`config.mk`:
```
export PLATFORM = sky130hd
export DESIGN_NAME = jesd_link_ctrl
export DESIGN_NICKNAME = d
export VERILOG_FILES = /design/src/rtl/jesd_rx_pkg.sv /design/src/rtl/jesd_err_monitor.sv /design/src/rtl/jesd_link_ctrl.sv
export SDC_FILE = /design/constraint.sdc
export NUM_CORES = 1
export LEC_CHECK = 0
export ABC_AREA = 1
export BUFFER_PORTS_ARGS = -buffer_cell sky130_fd_sc_hd__buf_2
export CORE_MARGIN = 2
export CORE_UTILIZATION = 61
export DETAILED_ROUTE_END_ITERATION = 6
export PLACE_DENSITY_LB_ADDON = 0.25
export RECOVER_POWER = 100
export SLEW_MARGIN = 25
export SYNTH_ARGS = -nofsm -noshare
export SYNTH_HDL_FRONTEND = slang
export SYNTH_HIERARCHICAL = 1
export SYNTH_SLANG_ARGS = --single-unit
```
`constraint.sdc`:
```
create_clock -name clk_i -period 3.25 [get_ports clk_i]
set_input_delay 0.65 -clock clk_i [delete_from_list [all_inputs] [get_ports clk_i]]
set_output_delay 0.65 -clock clk_i [all_outputs]
set_load 0.005 [all_outputs]
```
`src/rtl/jesd_rx_pkg.sv`:
```
// rtl/jesd_rx_pkg.sv - shared JESD204B RX link state encoding and default constants
package jesd_rx_pkg;

   typedef enum logic [1:0] {
      ST_IDLE = 2'd0,
      ST_SYNC = 2'd1,
      ST_ILAS = 2'd2,
      ST_DATA = 2'd3
   } link_state_e;

   localparam int JESD_NUM_LANES     = 4;
   localparam int JESD_SYNC_HOLD_MIN = 16;
   localparam int JESD_ILAS_TIMEOUT  = 1024;
   localparam int JESD_ERR_WINDOW    = 256;
   localparam int JESD_ERR_THRESH    = 8;
   localparam int RESYNC_CNT_W       = 8;

endpackage

```
`src/rtl/jesd_err_monitor.sv`:
```
// rtl/jesd_err_monitor.sv - windowed saturating character-error counter
// thresh_hit is combinational on the count this beat would reach, so the FSM reacts on the same edge.
module jesd_err_monitor #(
   parameter int ERR_WINDOW = 256,
   parameter int ERR_THRESH = 8
) (
   input  logic clk_i,
   input  logic rst_i,
   input  logic clear,
   input  logic beat_err,
   output logic thresh_hit
);
   localparam int WIN_W = $clog2(ERR_WINDOW + 1);
   localparam int ERR_W = $clog2(ERR_THRESH + 1);
   localparam logic [WIN_W-1:0] WIN_LAST = WIN_W'(ERR_WINDOW - 1);
   localparam logic [ERR_W-1:0] THRESH   = ERR_W'(ERR_THRESH);

   logic [WIN_W-1:0] r_win_cnt;
   logic [ERR_W-1:0] r_err_cnt;
   logic             w_wrap;
   logic [ERR_W-1:0] w_err_nxt;

   assign w_wrap = (r_win_cnt == WIN_LAST);

   // An error on the wrap beat is the first error of the new window.
   always_comb begin
      w_err_nxt = r_err_cnt;
      if (w_wrap) begin
         w_err_nxt = beat_err ? ERR_W'(1) : '0;
      end else if (beat_err && (r_err_cnt != THRESH)) begin
         w_err_nxt = r_err_cnt + ERR_W'(1);
      end
   end

   assign thresh_hit = !clear && (w_err_nxt == THRESH);

   always_ff @(posedge clk_i or posedge rst_i) begin
      if (rst_i) begin
         r_win_cnt <= '0;
         r_err_cnt <= '0;
      end else if (clear) begin
         r_win_cnt <= '0;
         r_err_cnt <= '0;
      end else begin
         r_win_cnt <= w_wrap ? '0 : r_win_cnt + WIN_W'(1);
         r_err_cnt <= w_err_nxt;
      end
   end

endmodule

```
`src/rtl/jesd_link_ctrl.sv`:
```
// rtl/jesd_link_ctrl.sv - JESD204B RX link bring-up and resync controller
// All outputs are registered from the next-state decode so they move on the same edge as state_o.
module jesd_link_ctrl
   import jesd_rx_pkg::*;
#(
   parameter int NUM_LANES     = JESD_NUM_LANES,
   parameter int SYNC_HOLD_MIN = JESD_SYNC_HOLD_MIN,
   parameter int ILAS_TIMEOUT  = JESD_ILAS_TIMEOUT,
   parameter int ERR_WINDOW    = JESD_ERR_WINDOW,
   parameter int ERR_THRESH    = JESD_ERR_THRESH
) (
   input  logic                    clk_i,
   input  logic                    rst_i,
   input  logic                    link_en_i,
   input  logic [NUM_LANES-1:0]    lane_en_i,
   input  logic [NUM_LANES-1:0]    cgs_detected_i,
   input  logic [NUM_LANES-1:0]    ilas_done_i,
   input  logic [NUM_LANES-1:0]    lane_err_i,
   input  logic                    resync_req_i,
   output logic                    sync_n_o,
   output logic [NUM_LANES-1:0]    lane_rst_o,
   output logic                    link_up_o,
   output logic [1:0]              state_o,
   output logic [RESYNC_CNT_W-1:0] resync_cnt_o
);
   localparam int HOLD_W = $clog2(SYNC_HOLD_MIN + 1);
   localparam int TMR_W  = $clog2(ILAS_TIMEOUT + 1);
   localparam logic [HOLD_W-1:0] HOLD_MAX = HOLD_W'(SYNC_HOLD_MIN);
   localparam logic [TMR_W-1:0]  TMR_LAST = TMR_W'(ILAS_TIMEOUT - 1);

   link_state_e             r_state;
   link_state_e             w_next;
   logic [HOLD_W-1:0]       r_hold_cnt;
   logic [TMR_W-1:0]        r_ilas_tmr;
   logic [RESYNC_CNT_W-1:0] r_resync_cnt;
   logic                    r_sync_n;
   logic                    r_link_up;
   logic [NUM_LANES-1:0]    r_lane_rst;

   logic                    w_link_ok;
   logic                    w_all_cgs;
   logic                    w_all_done;
   logic                    w_beat_err;
   logic                    w_err_clear;
   logic                    w_thresh_hit;
   logic                    w_resync;
   logic                    w_sync_n_nxt;
   logic                    w_link_up_nxt;
   logic [NUM_LANES-1:0]    w_lane_rst_nxt;

   // Disabled lanes are forced to "good" so they never block or trigger anything.
   assign w_link_ok   = link_en_i && (lane_en_i != '0);
   assign w_all_cgs   = &(cgs_detected_i | ~lane_en_i);
   assign w_all_done  = &(ilas_done_i | ~lane_en_i);
   assign w_beat_err  = |(lane_err_i & lane_en_i);
   assign w_err_clear = (r_state != ST_DATA);

   jesd_err_monitor #(
      .ERR_WINDOW (ERR_WINDOW),
      .ERR_THRESH (ERR_THRESH)
   ) u_err_mon (
      .clk_i      (clk_i),
      .rst_i      (rst_i),
      .clear      (w_err_clear),
      .beat_err   (w_beat_err),
      .thresh_hit (w_thresh_hit)
   );

   always_ff @(posedge clk_i or posedge rst_i) begin
      if (rst_i) begin
         r_state    <= ST_IDLE;
         r_sync_n   <= 1'b1;
         r_lane_rst <= '1;
         r_link_up  <= 1'b0;
      end else begin
         r_state    <= w_next;
         r_sync_n   <= w_sync_n_nxt;
         r_lane_rst <= w_lane_rst_nxt;
         r_link_up  <= w_link_up_nxt;
      end
   end

   always_comb begin
      w_next = r_state;
      if (!w_link_ok) begin
         w_next = ST_IDLE;
      end else begin
         case (r_state)
            ST_IDLE: w_next = ST_SYNC;
            ST_SYNC: if ((r_hold_cnt == HOLD_MAX) && w_all_cgs) w_next = ST_ILAS;
            ST_ILAS: begin
               if (!w_all_cgs)                 w_next = ST_SYNC;
               else if (w_all_done)            w_next = ST_DATA;
               else if (r_ilas_tmr == TMR_LAST) w_next = ST_SYNC;
            end
            ST_DATA: if (w_thresh_hit || !w_all_cgs || resync_req_i) w_next = ST_SYNC;
            default: w_next = ST_IDLE;
         endcase
      end
   end

   // A resync re-arms every enabled detector for the first SYNC cycle only.
   always_comb begin
      w_resync       = (w_next == ST_SYNC) && ((r_state == ST_ILAS) || (r_state == ST_DATA));
      w_sync_n_nxt   = (w_next != ST_SYNC);
      w_link_up_nxt  = (w_next == ST_DATA);
      w_lane_rst_nxt = ~lane_en_i | ({NUM_LANES{w_resync}} & lane_en_i);
      if (w_next == ST_IDLE) w_lane_rst_nxt = '1;
   end

   always_ff @(posedge clk_i or posedge rst_i) begin
      if (rst_i) begin
         r_hold_cnt   <= '0;
         r_ilas_tmr   <= '0;
         r_resync_cnt <= '0;
      end else begin
         if (r_state != ST_SYNC)         r_hold_cnt <= '0;
         else if (r_hold_cnt != HOLD_MAX) r_hold_cnt <= r_hold_cnt + HOLD_W'(1);

         if (r_state != ST_ILAS)          r_ilas_tmr <= '0;
         else if (r_ilas_tmr != TMR_LAST) r_ilas_tmr <= r_ilas_tmr + TMR_W'(1);

         if (w_resync && (r_resync_cnt != '1)) r_resync_cnt <= r_resync_cnt + RESYNC_CNT_W'(1);
      end
   end

   assign sync_n_o     = r_sync_n;
   assign lane_rst_o   = r_lane_rst;
   assign link_up_o    = r_link_up;
   assign state_o      = r_state;
   assign resync_cnt_o = r_resync_cnt;

endmodule

```
==> impl_metrics.prom <==
# TYPE chip_impl_metric gauge
chip_impl_metric{name="htree_levels",unit=""} 2
chip_impl_metric{name="netlist_area",unit="sq um"} 2510
chip_impl_info{name="endpoint_kind",value="flip-flop"} 1
chip_impl_info{name="cts_tree",value="yes"} 1
chip_impl_metric{name="cts_resized",unit=""} 0
chip_impl_metric{name="avgViaCountPerCell",unit=""} 5.11
chip_impl_metric{name="floorplan.io_pins",unit=""} 36
chip_impl_metric{name="layout-drive-gt1-share",unit="%"} 17.4
chip_impl_metric{name="vias_in_the_first_global_route",unit=""} 1974
chip_impl_metric{name="detailroute.via_count",unit=""} 2018
chip_impl_metric{name="vdd_drop_max",unit="mV"} 0.303
chip_impl_metric{name="floorplan.die.width",unit="um"} 68.2
chip_impl_info{name="violations",value="capacitance limit, slew limit"} 1
chip_impl_metric{name="yosys.cell_types.count",unit=""} 33
chip_impl_metric{name="n_fill_cell",unit=""} 352
chip_impl_info{name="crit_path_cell_trace",value="ha_1 > nand2_1 > nor2_1 > nand3_1 > nand2_1 > a21oi_1 > nand2_2 > nor2_1 > nor2_1 > nand3_1 > nand2_1 > inv_1 > nand3_1 > nand2_1 > nand2_1 > nor2_8 > inv_1 > nand3_1"} 1
chip_impl_metric{name="layout.nets",unit=""} 371
chip_impl_metric{name="synth_fa_ha_area_share",unit="%"} 3.49
chip_impl_metric{name="grtUsageTotal",unit="%"} 23.5
chip_impl_metric{name="utilization",unit="%"} 69.7
chip_impl_metric{name="synth_sequential_area_ratio",unit="%"} 45.1
chip_impl_metric{name="post-route-drc-count",unit=""} 0
chip_impl_metric{name="regToRegSetupSlack",unit="ps"} 590
chip_impl_info{name="grt_setup_unrepaired",value="false"} 1
chip_impl_metric{name="placeableCoreArea",unit="sq um"} 3970
chip_impl_metric{name="routed_wl",unit="um"} 4780
chip_impl_metric{name="leakage",unit="nW"} 1.45
chip_impl_metric{name="timing.fmax",unit="MHz"} 376
chip_impl_metric{name="place_ws",unit="ps"} 585
chip_impl_metric{name="clock_insertion_delay_worst_skew",unit="ps"} 300
chip_impl_metric{name="antenna_violating_nets_post_route",unit=""} 0
chip_impl_metric{name="synth_simple_gate_area_share",unit="%"} 33.6
chip_impl_metric{name="count_of_endpoints_failing_setup_in_the_final_report",unit=""} 0
chip_impl_metric{name="num_rows",unit=""} 23
chip_impl_metric{name="globalRouteOverflowTotal",unit=""} 0
chip_impl_metric{name="postSynthAreaPerCell",unit="sq um"} 8.32
chip_impl_info{name="clock-root-buffer",value="sky130_fd_sc_hd__clkbuf_8"} 1
chip_impl_metric{name="critical_path_required",unit="ps"} 3460
chip_impl_metric{name="tightest_slew",unit="ps"} 1690
chip_impl_metric{name="clock-skew-final",unit="ps"} 8.47
chip_impl_info{name="run_status",value="complete, but fails checks"} 1
chip_impl_metric{name="total_power",unit="mW"} 0.979
chip_impl_metric{name="muxShareOfSynthArea",unit="%"} 0
chip_impl_metric{name="cp.arrival",unit="ps"} 2870
chip_impl_metric{name="drt_pre_antenna_iters",unit=""} 4
chip_impl_metric{name="die_area",unit="sq um"} 4650
chip_impl_metric{name="postSynthNetCount",unit=""} 329
chip_impl_metric{name="start_util",unit="%"} 63.3
chip_impl_metric{name="ys_seq_elements",unit=""} 45
chip_impl_metric{name="wl_per_cell",unit="um"} 12.1
chip_impl_metric{name="maxCapViolations",unit=""} 1
chip_impl_metric{name="post_cts_hold_buffer_count",unit=""} 0
chip_impl_metric{name="path_max_fanout",unit=""} 9
chip_impl_metric{name="fin_ws",unit="ps"} 592
chip_impl_metric{name="slew_headroom",unit="%"} -12.5
chip_impl_metric{name="post_layout_nonfiller_instances",unit=""} 395
chip_impl_metric{name="place.gp.congestion",unit=""} 0.837
chip_impl_metric{name="grt_antenna_before_repair",unit=""} 0
chip_impl_metric{name="syn_inst",unit=""} 302
chip_impl_metric{name="fin_tns_setup",unit="ps"} 0
chip_impl_info{name="crit_path_top_delay_cell",value="sky130_fd_sc_hd__dfrtp_1"} 1
chip_impl_metric{name="n_antenna_cell",unit=""} 0
chip_impl_metric{name="final.min_clock_period",unit="ps"} 2660
chip_impl_metric{name="power_density",unit="nW/um^2"} 354
chip_impl_metric{name="cts.reportedPaths.clkPinSlew",unit="ps"} 80
chip_impl_metric{name="slew_viol_final",unit=""} 33
chip_impl_metric{name="synth_xor_xnor_area_share",unit="%"} 4.18
chip_impl_metric{name="ys.warnings.count",unit=""} 6
chip_impl_metric{name="largest_incremental_delay_on_the_critical_path",unit="ps"} 380
chip_impl_metric{name="post_cts.repair.setup_buffers",unit=""} 0
chip_impl_metric{name="synth-compound-area-share",unit="%"} 6.42
chip_impl_metric{name="grt_start_max_net_pins",unit=""} 33
chip_impl_metric{name="port_buffer_cells",unit=""} 35
chip_impl_info{name="crit_path_frequent_cell",value="sky130_fd_sc_hd__nand2_1"} 1
chip_impl_info{name="hp-class",value="in2async"} 1
chip_impl_metric{name="flow.area_growth_from_synthesis",unit="%"} 10.2
chip_impl_metric{name="die_y",unit="um"} 68.2
chip_impl_metric{name="timing_hold_violations_final",unit=""} 0
chip_impl_metric{name="clock-sinks",unit=""} 45
chip_impl_metric{name="dpl.cell_count",unit=""} 387
chip_impl_metric{name="detailed_place_hpwl",unit="um"} 3720
chip_impl_metric{name="drt-initial-drc-count",unit=""} 59
chip_impl_info{name="timing.critical_path.from_type",value="flip-flop"} 1
chip_impl_metric{name="grt_first_pass_wirelength",unit="um"} 8120
chip_impl_metric{name="final.period_utilization",unit="%"} 81.8
chip_impl_metric{name="cts_buffers",unit=""} 5
chip_impl_info{name="worstSetupPathType",value="reg2reg"} 1
chip_impl_metric{name="cts_max_path_buffers",unit=""} 2
chip_impl_info{name="synth_top_family_by_area",value="simple AND/OR/NAND/NOR gates"} 1
-- cell usage in the layout, fill, tap and decap left out, types with 2 or more instances in the layout --
cell / synthesis / routed
sky130_fd_sc_hd__clkbuf_8: 0 / 5
sky130_fd_sc_hd__a211oi_1: 2 / 2
sky130_fd_sc_hd__ha_1: 7 / 7
sky130_fd_sc_hd__nor3_1: 5 / 5
sky130_fd_sc_hd__dfstp_2: 5 / 5
sky130_fd_sc_hd__inv_2: 3 / 2
sky130_fd_sc_hd__nor2_1: 28 / 33
sky130_fd_sc_hd__dfrtp_1: 40 / 40
sky130_fd_sc_hd__clkinv_1: 2 / 2
sky130_fd_sc_hd__nor3b_1: 3 / 3
sky130_fd_sc_hd__o21ai_0: 11 / 11
sky130_fd_sc_hd__a21oi_1: 7 / 8
sky130_fd_sc_hd__xor2_1: 9 / 9
sky130_fd_sc_hd__nor2_4: 5 / 3
sky130_fd_sc_hd__nand2_2: 7 / 5
sky130_fd_sc_hd__buf_2: 1 / 29
sky130_fd_sc_hd__nand2_1: 67 / 70
sky130_fd_sc_hd__clkinvlp_4: 0 / 2
sky130_fd_sc_hd__clkbuf_1: 0 / 8
sky130_fd_sc_hd__nand3_1: 31 / 34
sky130_fd_sc_hd__nand4_1: 5 / 5
sky130_fd_sc_hd__inv_1: 42 / 43
sky130_fd_sc_hd__xnor2_1: 3 / 3
-- where the power goes --
group,internal (mW),leakage (nW),switching [mW],total [mW]
sequential,0.569,0.607,0.00497,0.574
clock,0.151,0.0374,0.185,0.336
combinational,0.0250,0.801,0.0438,0.0688
-- layout make-up --
class	instances	area, sq um	area share [%]
Timing Repair Buffer	36	171	6.19
Multi-Input combinational cell	209	1140	41.1
Clock inverter	2	15.0	0.542
Sequential cell	45	1130	40.9
Clock buffer	6	72.6	2.62
Tap cell	50	62.6	2.26
Inverter	47	176	6.37
-- cells in the mapped netlist, drive strengths merged --
cell type	n	area, sq um
a211oi	2	15.0
a21boi	1	11.3
a21oi	8	51.3
buf	1	5.00
clkinv	2	7.51
dfrtp	40	1000
dfstp	5	131
ha	7	87.6
inv	45	169
nand2	76	318
nand3	35	203
nand3b	1	20.0
nand4	6	43.8
nor2	38	206
nor3	5	25.0
nor3b	3	22.5
o211a	1	10.0
o211ai	1	7.51
o21ai	11	55.1
o221a	1	11.3
or2	1	6.26
xnor2	3	26.3
xor2	9	78.8
-- layer usage --
layer | part of all wire, % | global-route usage (%) | wire, um | up-vias
met5 | 0 | 0 | 0 | -
met4 | 1.6 | 7.00 | 76 | 0
met2 | 52 | 43.2 | 2470 | 37
li1 | - | - | - | 1048
met3 | 2.6 | 4.93 | 126 | 10
met1 | 44 | 27.3 | 2100 | 923
-- path summary, 6_finish.rpt --
kind / to / cells after the start / from
max: lane_rst_o[2] / 18 / u_err_mon/r_win_cnt[0]
min: u_err_mon/r_win_cnt[1] / 2 / rst_i
max reg2reg: lane_rst_o[2] / 18 / u_err_mon/r_win_cnt[0]
min reg2reg: u_err_mon/r_win_cnt[0] / 1 / u_err_mon/r_win_cnt[0]
max in group asynchronous: link_up_o / 3 / rst_i
min in group clk_i: u_err_mon/r_win_cnt[0] / 1 / u_err_mon/r_win_cnt[0]
-- per-stage QoR --
| step | hold slack [ps] | instance area (sq um) |
|---|---|---|
| 4_1_cts | 364 | 2840 |
| 3_5_place_dp | 459 | 2750 |
| 6_report | 357 | 2770 |
| 5_1_grt | 385 | 2770 |
| 2_1_floorplan | 433 | 2510 |
| 3_3_place_gp | 455 | 2750 |
-- critical path: cells and delay by family, from the launching register on --
family / cells / cell delay (ps)
adder cells (fa/ha/maj): 1 / 180
flip-flops: 1 / 380
AO/OA/AOI/OAI: 1 / 100
buffers and inverters: 2 / 160
AND/OR/NAND/NOR: 14 / 1750
-- kinds of logic (layout without fill, tap and decap cells) --
| kind of cell | Yosys count | after routing |
|---|---|---|
| buffers and inverters | 48 | 91 |
| xor gates and xnor gates | 12 | 12 |
| AOI/OAI and AO/OA | 25 | 25 |
| and+or+nand+nor | 165 | 165 |
| DFF | 45 | 45 |
| adders and majority gates | 7 | 7 |
-- state kept, by name (all words and copies together), names as in the netlist --
signal,count
state_o,2
lane_rst_o,4
r_hold_cnt,5
u_err_mon/r_win_cnt,9
resync_cnt_o,8
sync_n_o,1
u_err_mon/r_err_cnt,4
link_up_o,1
r_ilas_tmr,11
No activity file was read; power rests on OpenSTA's default activity.
